[src/rtl/dnn_pkg.sv]
// Shared widths, default load size and FSM state type for the DNN parameter loader.
package dnn_pkg;

    localparam int WORD_W    = 5;
    localparam int RES_W     = 17;
    localparam int NUM_WORDS = 28;

    typedef enum logic [2:0] {
        LOAD  = 3'd0,
        FIRE  = 3'd1,
        WAIT  = 3'd2,
        SEND0 = 3'd3,
        SEND1 = 3'd4
    } state_t;

endpackage

[src/rtl/dnn_loader_regfile.sv]
// Parameter store: NUM_WORDS words of WORD_W bits, one indexed write port, all words visible on a flat bus.
module dnn_loader_regfile #(
    parameter int NUM_WORDS = dnn_pkg::NUM_WORDS,
    parameter int WORD_W    = dnn_pkg::WORD_W,
    parameter int ADDR_W    = (NUM_WORDS > 1) ? $clog2(NUM_WORDS) : 1
) (
    input  logic                        clk,
    input  logic                        rst,
    input  logic                        we,
    input  logic [ADDR_W-1:0]           waddr,
    input  logic [WORD_W-1:0]           wdata,
    output logic [NUM_WORDS*WORD_W-1:0] rdata
);

    // Every word is read in parallel, so the store is a bank of registers rather than a RAM.
    generate
        for (genvar gi = 0; gi < NUM_WORDS; gi++) begin : g_slot
            logic [WORD_W-1:0] slot_reg;

            always_ff @(posedge clk) begin
                if (rst) begin
                    slot_reg <= '0;
                end else if (we && (waddr == ADDR_W'(gi))) begin
                    slot_reg <= wdata;
                end
            end

            assign rdata[gi*WORD_W +: WORD_W] = slot_reg;
        end
    endgenerate

endmodule

[src/rtl/dnn_loader.sv]
// Loads NUM_WORDS parameters, fires the network once and streams its two results (out0 then out1).
// Optional result-wait timeout is enabled by defining DNN_LOADER_TIMEOUT_EN.
module dnn_loader #(
    parameter int NUM_WORDS = dnn_pkg::NUM_WORDS,
    parameter int TMO_CYC   = 16
) (
    input  logic                                 clk,
    input  logic                                 rst,
    input  logic                                 s_valid,
    output logic                                 s_ready,
    input  logic signed [dnn_pkg::WORD_W-1:0]    s_data,
    output logic [NUM_WORDS*dnn_pkg::WORD_W-1:0] prm_o,
    output logic                                 in_ready_o,
    input  logic [dnn_pkg::RES_W-1:0]            out0_i,
    input  logic [dnn_pkg::RES_W-1:0]            out1_i,
    input  logic                                 out0_ready_i,
    input  logic                                 out1_ready_i,
    output logic                                 r_valid,
    input  logic                                 r_ready,
    output logic [dnn_pkg::RES_W-1:0]            r_data,
    output logic                                 r_err,
    output logic                                 busy
);
    import dnn_pkg::*;

    localparam int CNT_W = (NUM_WORDS > 1) ? $clog2(NUM_WORDS) : 1;

    if (TMO_CYC < 1) begin : g_bad_tmo_cyc
        $error("dnn_loader: TMO_CYC must be at least 1");
    end

    state_t             state_reg;
    logic [CNT_W-1:0]   cnt_reg;
    logic [RES_W-1:0]   cap0_reg;
    logic [RES_W-1:0]   cap1_reg;
    logic               got0_reg;
    logic               got1_reg;
    logic               in_ready_reg;
    logic               r_valid_reg;
    logic [RES_W-1:0]   r_data_reg;

    logic accept;
    logic last_word;
    logic both_done;

    assign s_ready    = (state_reg == LOAD);
    assign busy       = (state_reg != LOAD);
    assign accept     = s_valid && s_ready;
    assign last_word  = (cnt_reg == CNT_W'(NUM_WORDS - 1));
    // A flag arriving this cycle counts as captured, giving the 2-cycle fire-to-result minimum.
    assign both_done  = (got0_reg || out0_ready_i) && (got1_reg || out1_ready_i);

    assign in_ready_o = in_ready_reg;
    assign r_valid    = r_valid_reg;
    assign r_data     = r_data_reg;

`ifdef DNN_LOADER_TIMEOUT_EN
    localparam int TMO_W = $clog2(TMO_CYC + 1);
    logic [TMO_W-1:0] tmo_cnt_reg;
    logic             r_err_reg;
    assign r_err = r_err_reg;
`else
    assign r_err = 1'b0;
`endif

    dnn_loader_regfile #(
        .NUM_WORDS (NUM_WORDS),
        .WORD_W    (WORD_W),
        .ADDR_W    (CNT_W)
    ) u_regfile (
        .clk   (clk),
        .rst   (rst),
        .we    (accept),
        .waddr (cnt_reg),
        .wdata (s_data),
        .rdata (prm_o)
    );

    always_ff @(posedge clk) begin
        if (rst) begin
            state_reg    <= LOAD;
            cnt_reg      <= '0;
            cap0_reg     <= '0;
            cap1_reg     <= '0;
            got0_reg     <= 1'b0;
            got1_reg     <= 1'b0;
            in_ready_reg <= 1'b0;
            r_valid_reg  <= 1'b0;
            r_data_reg   <= '0;
`ifdef DNN_LOADER_TIMEOUT_EN
            tmo_cnt_reg  <= '0;
            r_err_reg    <= 1'b0;
`endif
        end else begin
            in_ready_reg <= 1'b0;
`ifdef DNN_LOADER_TIMEOUT_EN
            r_err_reg    <= 1'b0;
`endif
            case (state_reg)
                LOAD: begin
                    if (accept) begin
                        if (last_word) begin
                            cnt_reg      <= '0;
                            state_reg    <= FIRE;
                            in_ready_reg <= 1'b1;
                        end else begin
                            cnt_reg <= cnt_reg + 1'b1;
                        end
                    end
                end
                FIRE: begin
                    // Flags seen during the fire cycle belong to no request and are dropped.
                    got0_reg  <= 1'b0;
                    got1_reg  <= 1'b0;
                    state_reg <= WAIT;
`ifdef DNN_LOADER_TIMEOUT_EN
                    tmo_cnt_reg <= '0;
`endif
                end
                WAIT: begin
                    if (out0_ready_i) begin
                        cap0_reg <= out0_i;
                        got0_reg <= 1'b1;
                    end
                    if (out1_ready_i) begin
                        cap1_reg <= out1_i;
                        got1_reg <= 1'b1;
                    end
                    if (both_done) begin
                        state_reg   <= SEND0;
                        r_valid_reg <= 1'b1;
                        r_data_reg  <= out0_ready_i ? out0_i : cap0_reg;
                    end
`ifdef DNN_LOADER_TIMEOUT_EN
                    else if (tmo_cnt_reg == TMO_W'(TMO_CYC - 1)) begin
                        r_err_reg <= 1'b1;
                        state_reg <= LOAD;
                    end else begin
                        tmo_cnt_reg <= tmo_cnt_reg + 1'b1;
                    end
`endif
                end
                SEND0: begin
                    if (r_ready) begin
                        state_reg  <= SEND1;
                        r_data_reg <= cap1_reg;
                    end
                end
                SEND1: begin
                    if (r_ready) begin
                        state_reg   <= LOAD;
                        r_valid_reg <= 1'b0;
                    end
                end
                default: begin
                    state_reg   <= LOAD;
                    r_valid_reg <= 1'b0;
                end
            endcase
        end
    end

endmodule

[config.mk]
export PLATFORM = sky130hd
export DESIGN_NAME = dnn_loader
export DESIGN_NICKNAME = d
export VERILOG_FILES = /design/src/rtl/dnn_pkg.sv /design/src/rtl/dnn_loader_regfile.sv /design/src/rtl/dnn_loader.sv
export SDC_FILE = /design/constraint.sdc
export NUM_CORES = 1
export LEC_CHECK = 0
export CAP_MARGIN = 20
export CORE_MARGIN = 2
export CORE_UTILIZATION = 54
export CTS_CLUSTER_SIZE = 40
export DETAILED_ROUTE_END_ITERATION = 6
export PLACE_DENSITY_LB_ADDON = 0.1
export SETUP_SLACK_MARGIN = 0.15
export SYNTH_ARGS = -nofsm -noshare
export SYNTH_HDL_FRONTEND = slang
export SYNTH_SLANG_ARGS = --single-unit
[constraint.sdc]
create_clock -name clk -period 4.1 [get_ports clk]
set_input_delay 0.82 -clock clk [delete_from_list [all_inputs] [get_ports clk]]
set_output_delay 0.82 -clock clk [all_outputs]
set_load 0.1 [all_outputs]
==> impl_metrics.csv, run 1 <==
group,metric,value,unit
timing,fin_worst_skew,0.007503,ns
clocking,cts_hold_buf,0,
logic_synthesis,synth.distinct_cells,48,
drt,drc_errors,0,
logic_synthesis,synthTopCellsByCount,"dfxtp_1, mux2i_1, nand2b_1",
setup_path,path_cells,"buf_4, inv_1, nand3_1, buf_4",
power,leakagePower,4.749,nW
floorplanning,initial_core_util,0.5475,
placement,placed_area,10730,µm²
final_layout,fill_cells,1240,
timing,finalCriticalPeriod,2.972,ns
floorplanning,coreArea,15770,µm²
placement,gp_congestion,0.7630,
logic_synthesis,ys_seq_area_frac,0.4707,
logic_synthesis,synth_edf_count,0,
final_layout,largest_reg_flops,140,
timing,finalSetupTns,0,ns
floorplanning,dieArea,17020,µm²
setup_path,crit_path_start_kind,"flop",
clocking,cts_tree,"done",
drt,drtAntennaViolNets,0,
timing,rsz0062_at_grt,"no",
setup_path,crit_buf_inv,3,
power,power.density,359.8,nW/µm²
placement,hpwl,13.80,mm
global_route,grt_first_pass_wirelength,33.91,mm
clocking,path_clk_slew,0.06,ns
setup_path,cp.depth,4,
setup_path,r2r_cells,4,
logic_synthesis,yosys_warnings,0,
final_layout,drive_gt1_frac,0.06970,
drt,firstDrtPassIters,4,
final_layout,antennaDiodeCount,0,
power,power.total,4.103,mW
placement,numPortBuffers,205,
logic_synthesis,synthCells,850,
setup_path,cp_max_fo,27,
floorplanning,die_h,130.5,µm
timing,worst_pin_slew,1.044,ns
floorplanning,num_rows,46,
clocking,postCtsSetupRepairBufs,0,
setup_path,crit_family,"flip-flops",
global_route,antenna_found_initial,0,
floorplanning,die_w,130.5,µm
timing,setup_viol,0,
logic_synthesis,synthArstFlopShare,0,
worst_hold_path,whs_path_depth,2,
final_layout,area_growth,32.04,%
drt,wl,21.78,mm
setup_path,critPathSlowestCell,"dfxtp_1",
setup_path,crit_type,"flop to primary output",
drt,drtIter0Drc,442,
clocking,htree_num_levels,1,
global_route,grt_usage,0.2492,
setup_path,endpoint_kind,"primary output",
setup_path,arrival,2.15,ns
global_route,grt_remaining_overflow,0,
worst_hold_path,hold_class,"flop to flop",
logic_synthesis,yosysMostFrequentCell,"dfxtp_1",
logic_synthesis,yosysTopAreaCellShare,0.4707,
logic_synthesis,syn_area,8635,µm²
timing,hold_viol,0,
logic_synthesis,synthTopCellsByArea,"dfxtp_1, mux2i_1, nand2b_1",
floorplanning,ios,207,
timing,period_share,0.7249,
timing,maxSlewViolCount,0,
logic_synthesis,synth_area_leader_cell,"dfxtp_1",
final_layout,stdcell_area,11400,µm²
logic_synthesis,syn_area_per_cell,10.16,µm²
run,drv_cap,0,
setup_path,worstPathRequired,3.28,ns
clocking,clkSinkCount,203,
drt,routedWlPerCell,17.44,µm
clocking,clockRootBuffer,"clkbuf_16",
outcome,status,"finished clean",
global_route,grt_pass1_vias,6446,
logic_synthesis,syn_nets,900,
setup_path,cp_common_cell,"buf_4",
timing,slew_headroom,0.3017,
final_layout,finalNetCount,1071,
drt,via_count,6677,
setup_path,cpPeakStageDelay,0.85,ns
clocking,clk_latency,0.49,ns
logic_synthesis,ys_ff_latch,203,
logic_synthesis,ys.flop_type,"dfxtp_1",
clocking,clk_path_buf_depth,3,
global_route,grt_start_max_net_pins,117,
clocking,ctsResizeCount,0,
clocking,cts_made_buffers,22,
power,power.ir.vdd_worst,0.3061,mV
drt,via_per_inst,5.346,
timing,fmax,336.4,MHz
## per-layer routing
layer | global-route usage | part of all wire | vias to the layer above
met5 | 0 | 0 | -
li1 | - | - | 3287
met1 | 0.3413 | 0.46 | 3169
met4 | 0.05444 | 0.012 | 0
met3 | 0.06026 | 0.069 | 24
met2 | 0.4044 | 0.46 | 197
## worst paths after layout
path	from	endpoint	slack, ns
setup reg to reg	state_reg[2]	r_data[10]	1.47
setup / recovery	state_reg[1]	busy	1.13
hold reg to reg	cap1_reg[7]	cap1_reg[7]	0.46
hold / removal	cap1_reg[7]	cap1_reg[7]	0.46
## power breakdown
part	internal [mW]	total [mW]	switching [mW]	leakage, nW
sequential	1.98	1.99	0.00657	1.64
combinational	0.105	0.267	0.162	2.78
clock	1.09	1.85	0.759	0.334
## layout make-up
class                      instances  area (µm²)  area share
clock inverter                     4       20.02    0.001756
timing repair buffer             218        2142      0.1879
tap                              216       270.3     0.02371
sequential                       203        4065      0.3566
inverter                          10       37.54    0.003292
multi-input combinational        566        4217      0.3698
clock buffer                      32       649.4     0.05696
## per-stage QoR
stage	std cells	util	setup slack (ns)	hold WS, ns
after floorplan	850	-	0.8389	0.4364
after global placement	1213	0.6805	1.249	0.4440
after detailed placement	1213	0.6805	1.272	0.4467
after CTS	1249	0.7229	1.108	0.4555
after global routing	1249	0.7229	0.9928	0.4686
final	1249	0.7229	1.128	0.4568
## worst register-to-register path: stages (launching register included)
cell	delay, ns
dfxtp_2	0.87
nand3b_2	0.54
o32a_1	0.60
buf_4	0.33
mux2i_1	0.22
## kinds of logic (layout without fill, tap and decap cells)
kind of cell,count (synthesis),after routing,synth area share
compound gates,112,112,0.08216
fa+ha+maj,5,5,0.007245
buf+inv,81,264,0.04246
flops,203,203,0.4707
mux,154,154,0.1785
other cells,1,1,0.0004343
simple gates,294,294,0.2185
## placed cells by master, fill, tap and decap left out, types with 19 or more instances in the layout
master	netlist	layout
a21oi_1	42	42
mux2i_1	154	154
nand3_1	20	20
clkbuf_16	0	23
nand2_1	54	54
nand2b_1	142	142
dfxtp_1	203	202
clkdlybuf4s50_1	0	202
o21ai_0	24	24
nor2_1	19	19
(Power assumes the default switching activity.)
==> run 2, diff against run 1 <==
--- a/config.mk
+++ b/config.mk
@@ -7,7 +7,7 @@
 export LEC_CHECK = 0
 export CAP_MARGIN = 20
 export CORE_MARGIN = 2
-export CORE_UTILIZATION = 54
+export CORE_UTILIZATION = 45
 export CTS_CLUSTER_SIZE = 40
 export DETAILED_ROUTE_END_ITERATION = 6
 export PLACE_DENSITY_LB_ADDON = 0.1
==> constraint.sdc (replaced) <==
create_clock -name clk -period 2.6 [get_ports clk]
set_input_delay 0.52 -clock clk [delete_from_list [all_inputs] [get_ports clk]]
set_output_delay 0.52 -clock clk [all_outputs]
set_load 0.1 [all_outputs]
==> run 2 against run 1 <==
Power rose by 63%. Count of clock-buffer cells in the layout grew 2. Setup slack lost 0.85 ns. Hold slack gained 0.00059 ns. Critical path type unchanged. Utilization shrank 12 points. Sequential share of layout area is 0.46 points higher. Cell count up 3.0%. Highest routed layer unchanged. Non-clock buffer count up 14. Combinational power grew 61%. Clock skew about the same. Wire length grew 3.7%.
==> impl_metrics.csv, run 2 (same netlist as run 1, synthesis figures left out) <==
group,metric,value,unit
setup_path,crit_family,"flip-flops",
global_route,grt.busiest_layer,"met2",
setup_path,crit_buf_inv,3,
timing,finalCriticalPeriod,2.320,ns
final_layout,layout_common_cells,"dfxtp_1, buf_4, mux2i_1",
final_layout,area_growth,30.43,%
setup_path,cpPeakStageDelay,0.62,ns
clocking,postCtsSetupRepairBufs,0,
clocking,clk_path_buf_depth,3,
floorplanning,ios,207,
clocking,clkSinkCount,203,
global_route,grt_first_pass_wirelength,35.74,mm
drt,via_count,6656,
clocking,cts_tree,"done",
timing,fin_worst_skew,0.007337,ns
setup_path,critPathSlowestCell,"dfxtp_1",
global_route,use_met3,0.06494,
final_layout,stdcell_area,11260,µm²
clocking,htree_num_levels,1,
setup_path,cp_max_fo,11,
power,leakagePower,5.199,nW
floorplanning,die_w,142.5,µm
final_layout,multi_input_area,4222,µm²
global_route,grt_remaining_overflow,0,
power,p_seq_frac,0.468,
power,p_int,5.142,mW
drt,firstDrtPassIters,4,
power,power.share.switching,0.2311,
clocking,ctsResizeCount,0,
placement,placed_area,10530,µm²
timing,post-route-worst-setup-slack,0.2803,ns
power,power.ir.vdd_worst,0.5311,mV
power,power.total,6.688,mW
timing,rsz0062_at_grt,"no",
timing,hold_viol,0,
timing,fmax,431.1,MHz
timing,period_share,0.8922,
timing,maxSlewViolCount,0,
final_layout,largest_reg_flops,140,
global_route,grt_pass1_vias,6508,
drt,drtAntennaViolNets,0,
drt,routedWlPerCell,17.56,µm
clocking,cts_made_buffers,23,
timing,slew_headroom,0.3526,
global_route,grt_usage,0.2169,
drt,drtIter0Drc,342,
clocking,cts_hold_buf,0,
final_layout,finalNetCount,1086,
placement,numPortBuffers,205,
power,clockPowerShare,0.467,
drt,drc_errors,0,
clocking,clockRootBuffer,"clkbuf_16",
setup_path,endpoint_kind,"primary output",
timing,worst_pin_slew,0.9581,ns
final_layout,drive_gt1_frac,0.2376,
timing,setup_viol,0,
clocking,path_clk_slew,0.06,ns
drt,wl,22.59,mm
power,combPwrFrac,0.064,
placement,pre_cts_slack,0.3747,ns
setup_path,crit_type,"flop to primary output",
placement,gp_congestion,0.7436,
setup_path,crit_path_start_kind,"flop",
floorplanning,die_h,142.5,µm
global_route,grt_start_max_net_pins,105,
global_route,antenna_found_initial,0,
outcome,status,"finished clean",
floorplanning,initial_core_util,0.4601,
global_route,grt_util_met1,0.2934,
setup_path,path_cells,"inv_1, nand3_2, clkinvlp_4, buf_12",
power,p_switching,1.546,mW
timing,finalSetupTns,0,ns
placement,hpwl,14.80,mm
setup_path,arrival,1.80,ns
worst_hold_path,hold_class,"flop to flop",
floorplanning,num_rows,50,
final_layout,final_common_cell,"dfxtp_1",
global_route,met2_usage,0.3482,
power,power.density,593.9,nW/µm²
final_layout,fill_cells,1636,
final_layout,antennaDiodeCount,0,
drt,via_per_inst,5.176,
floorplanning,dieArea,20310,µm²
run,drv_cap,0,
floorplanning,coreArea,18770,µm²
final_layout,register_area,4068,µm²
setup_path,worstPathRequired,2.08,ns
clocking,clk_latency,0.50,ns
-- run 2: cell types whose count changed in the layout (fill, tap and decap cells not counted), moves of 2 or more --
cell / previous run / this run
buf_4: 16 / 184
clkinvlp_4: 0 / 2
clkbuf_1: 5 / 7
buf_12: 0 / 5
clkdlybuf4s50_1: 202 / 43
-- run 2: per-stage QoR --
stage          hold WS, ns  instances    util
3_3_place_gp        0.4453       1245  0.5612
5_1_grt             0.4746       1286  0.6001
6_report            0.4574       1286  0.6001
4_1_cts             0.4578       1286  0.5999
2_1_floorplan       0.4364        850       -
3_5_place_dp        0.4496       1245  0.5612
-- run 2: power by group through the flow --
| stage | clock (mW) | combinational, mW | sequential [mW] |
|---|---|---|---|
| final | 3.12 | 0.431 | 3.13 |
| after global placement | 0 | 0.434 | 3.20 |
| after detailed placement | 0 | 0.432 | 3.20 |
| after global routing | 3.33 | 0.457 | 3.13 |
| after floorplan | 0 | 0.187 | 3.28 |
| after CTS | 3.19 | 0.435 | 3.13 |
-- run 2: metal layers --
metal  wire length, µm  up-vias
li1                  -     3307
met1             10080     3154
met2             10470      171
met3              1788       24
met4               245        0
met5                 0        -
-- run 2: worst paths after layout --
| check | cells after the start | end | start | slack (ns) |
|---|---|---|---|---|
| max | 4 | s_ready | state_reg[0] | 0.28 |
| min | 2 | cap1_reg[10] | cap1_reg[10] | 0.46 |
| max reg2reg | 3 | u_regfile.g_slot[24].slot_reg[2] | state_reg[2] | 0.51 |
| min reg2reg | 2 | cap1_reg[10] | cap1_reg[10] | 0.46 |
-- run 2: area by class of cell --
type,count,area share
Clock buffer,34,0.05833
Clock inverter,7,0.006222
Inverter,10,0.003666
Multi-Input combinational cell,566,0.3748
Sequential cell,203,0.3612
Tap cell,234,0.02600
Timing Repair Buffer,232,0.1698
-- run 2: worst register-to-register path: cells and delay by family (launching register included) --
kind / cells / cell delay (ns)
flip-flops: 1 / 0.46
multiplexers: 1 / 0.21
AND/OR/NAND/NOR: 2 / 1.29
==> run 3, diff against run 2 <==
--- a/config.mk
+++ b/config.mk
@@ -5,9 +5,10 @@
 export SDC_FILE = /design/constraint.sdc
 export NUM_CORES = 1
 export LEC_CHECK = 0
+export ABC_AREA = 1
 export CAP_MARGIN = 20
 export CORE_MARGIN = 2
-export CORE_UTILIZATION = 45
+export CORE_UTILIZATION = 44
 export CTS_CLUSTER_SIZE = 40
 export DETAILED_ROUTE_END_ITERATION = 6
 export PLACE_DENSITY_LB_ADDON = 0.1
==> run 3 against run 2 <==
Cell area decreased by 5.8%. Largest cell class is now registers. Highest routed layer unchanged. Die area decreased by 4.1%. Global-route usage increased by 2.0 points. Critical endpoint unchanged.
==> impl_metrics.csv, run 3 <==
group,metric,value,unit
outcome,status,"finished clean",
logic_synthesis,synthXorXnorAreaFrac,0,
power,leakagePower,4.308,nW
floorplanning,initial_core_util,0.4487,
power,power.ir.vdd_worst,0.5059,mV
power,p_int,5.171,mW
logic_synthesis,synth.distinct_cells,23,
drt,wl_met3,1.495,mm
logic_synthesis,synth_edf_count,0,
logic_synthesis,synth_area_leader_cell,"dfxtp_1",
floorplanning,num_rows,49,
placement,gp_congestion,0.8213,
setup_path,endpoint_kind,"primary output",
power,power.density,644.4,nW/µm²
setup_path,cpPeakStageDelay,0.36,ns
drt,firstDrtPassIters,4,
setup_path,setup.worst_path.start,"state_reg[2]",
global_route,grt_remaining_overflow,0,
timing,finalSetupTns,0,ns
placement,pre_cts_slack,0.4483,ns
logic_synthesis,ys_seq_area_frac,0.5025,
timing,rsz0062_at_grt,"no",
timing,period_share,0.7905,
clocking,cts_tree,"done",
drt,drc_errors,0,
timing,worst_pin_slew,0.5657,ns
drt,wl,24.15,mm
logic_synthesis,yosysMostFrequentCell,"nand2_1",
clocking,cts_made_buffers,22,
logic_synthesis,synthTopCellsByCount,"nand2_1, dfxtp_1, a21oi_1",
timing,finalCriticalPeriod,2.055,ns
power,clockPowerShare,0.458,
logic_synthesis,synth_adder_area_share,0.007735,
timing,setup_viol,0,
drt,via_count,7817,
final_layout,layout_common_cells,"nand2_1, dfxtp_1, buf_4",
logic_synthesis,synthSimpleGateAreaFrac,0.2828,
logic_synthesis,synthMuxAreaShare,0,
setup_path,worstPathRequired,2.08,ns
final_layout,area_growth,31.16,%
placement,hpwl,15.79,mm
run,drv_cap,0,
global_route,antenna_found_initial,0,
logic_synthesis,synth_compound_area_frac,0.1429,
setup_path,r2r_cells,8,
setup_path,crit_path_start_kind,"flop",
clocking,path_clk_slew,0.06,ns
floorplanning,die_w,139.6,µm
clocking,htree_num_levels,1,
global_route,grt_start_max_net_pins,105,
worst_hold_path,hold_class,"input pin to flop",
setup_path,crit_type,"flop to primary output",
logic_synthesis,ys.flop_type,"dfxtp_1",
clocking,clk_path_buf_depth,3,
power,p_seq_frac,0.461,
drt,drtIter0Drc,385,
logic_synthesis,yosysTopAreaCellShare,0.5025,
global_route,grt_usage,0.2372,
clocking,postCtsSetupRepairBufs,0,
floorplanning,dieArea,19480,µm²
placement,numPortBuffers,205,
clocking,cts_hold_buf,0,
final_layout,drive_gt1_frac,0.1973,
power,combPwrFrac,0.081,
timing,maxSlewViolCount,0,
floorplanning,coreArea,18020,µm²
final_layout,final_common_cell,"nand2_1",
drt,routedWlPerCell,16.09,µm
drt,wl_met2,11.67,mm
logic_synthesis,syn_area_per_cell,7.461,µm²
final_layout,finalNetCount,1309,
setup_path,arrival,1.54,ns
power,p_switching,1.665,mW
timing,fmax,486.6,MHz
logic_synthesis,synthTopCellsByArea,"dfxtp_1, nand2_1, a21oi_1",
placement,dp.cells,1464,
drt,m1WireLength,10.42,mm
final_layout,fin_cells,1501,
power,power.share.switching,0.2435,
timing,hold_viol,0,
logic_synthesis,synth_top_family_by_area,"simple AND/OR/NAND/NOR gates",
setup_path,crit_end,"s_ready",
timing,post-route-worst-setup-slack,0.5448,ns
setup_path,path_cells,"nor2_4, nand2_2, clkinvlp_4, buf_4",
logic_synthesis,synthCells,1084,
drt,drtAntennaViolNets,0,
drt,via_per_inst,5.208,
global_route,grt_first_pass_wirelength,37.98,mm
setup_path,r2r-end,"r_data[12]",
timing,fin_worst_skew,0.006885,ns
clocking,clk_latency,0.50,ns
floorplanning,die_h,139.6,µm
setup_path,reg2reg_from,"state_reg[0]",
floorplanning,ios,207,
logic_synthesis,yosys_warnings,0,
timing,slew_headroom,0.6229,
setup_path,r2r_slack,0.80,ns
final_layout,antennaDiodeCount,0,
final_layout,largest_reg_flops,140,
clocking,clockRootBuffer,"clkbuf_16",
logic_synthesis,ys_ff_latch,203,
global_route,grt_pass1_vias,7108,
logic_synthesis,synthArstFlopShare,0,
logic_synthesis,syn_area,8088,µm²
drt,top_layer,"met4",
setup_path,cp_max_fo,5,
setup_path,critPathSlowestCell,"dfxtp_1",
logic_synthesis,syn_nets,1134,
clocking,ctsResizeCount,0,
clocking,clkSinkCount,203,
[run 3: cell types whose count changed after synthesis, moves of 29 or more]
cell / before / now
nor2_1: 19 / 115
nand2_1: 54 / 231
mux2i_1: 154 / 0
nand2b_1: 142 / 0
nor3_1: 1 / 70
nand3_1: 20 / 63
o21ai_0: 24 / 107
a21oi_1: 42 / 124
inv_1: 10 / 39
[run 3: cells by family (layout without fill, tap and decap cells)]
logic type	after synthesis	in the layout
DFF	203	203
adders and majority gates	5	5
AOI/OAI and AO/OA	231	231
buffers and inverters	120	308
other	1	1
and+or+nand+nor	524	524
[run 3: worst max-delay path, delay by kind of cell, from the launching register on]
kind,cells,cell delay (ns)
buffers and inverters,2,0.39
flip-flops,1,0.36
AND/OR/NAND/NOR,2,0.28
[run 3: layout make-up]
class                           instances  area (µm²)
Sequential cell                       203        4064
Timing Repair Buffer                  229        1862
Tap cell                              229       286.5
Multi-Input combinational cell        761        3515
Inverter                               42       161.4
Fill cell                            1737        7417
Clock buffer                           30       631.9
Clock inverter                          7       87.58
[run 3: how the worst min path moves through the flow]
| stage | start | endpoint | slack [ns] | depth (start not counted) |
|---|---|---|---|---|
| 2_1_floorplan | cap0_reg[10] | cap0_reg[10] | 0.42 | 2 |
| 3_3_place_gp | cap0_reg[14] | cap0_reg[14] | 0.43 | 2 |
| 3_5_place_dp | cap0_reg[4] | cap0_reg[4] | 0.44 | 2 |
| 4_1_cts | rst | u_regfile.g_slot[27].slot_reg[2] | 0.36 | 4 |
| 5_1_grt | rst | u_regfile.g_slot[27].slot_reg[3] | 0.38 | 4 |
| 6_report | rst | u_regfile.g_slot[27].slot_reg[3] | 0.37 | 4 |
[run 3: power groups by stage]
stage                     sequential, mW  combinational [mW]  clock, mW
after global placement              3.22               0.552          0
final                               3.15               0.554       3.13
after CTS                           3.15               0.553       3.20
after floorplan                     3.36               0.223          0
after detailed placement            3.22               0.551          0
after global routing                3.15               0.591       3.32
[run 3: per-layer routing]
metal / up-vias / GRT usage
li1: 3944 / -
met1: 3600 / 0.3176
met2: 237 / 0.3981
met3: 36 / 0.03648
met4: 0 / 0.07053
met5: - / 0
[run 3: per-stage QoR]
stage,utilization,hold WS (ns),total power [mW],instance area (µm²)
CTS,0.5885,0.3577,6.899,10610
detailed placement,0.5486,0.4378,3.770,9888
global placement,0.5486,0.4326,3.771,9888
floorplan,-,0.4244,3.588,8092
finish,0.5885,0.3728,6.836,10610
global route,0.5885,0.3848,7.060,10610
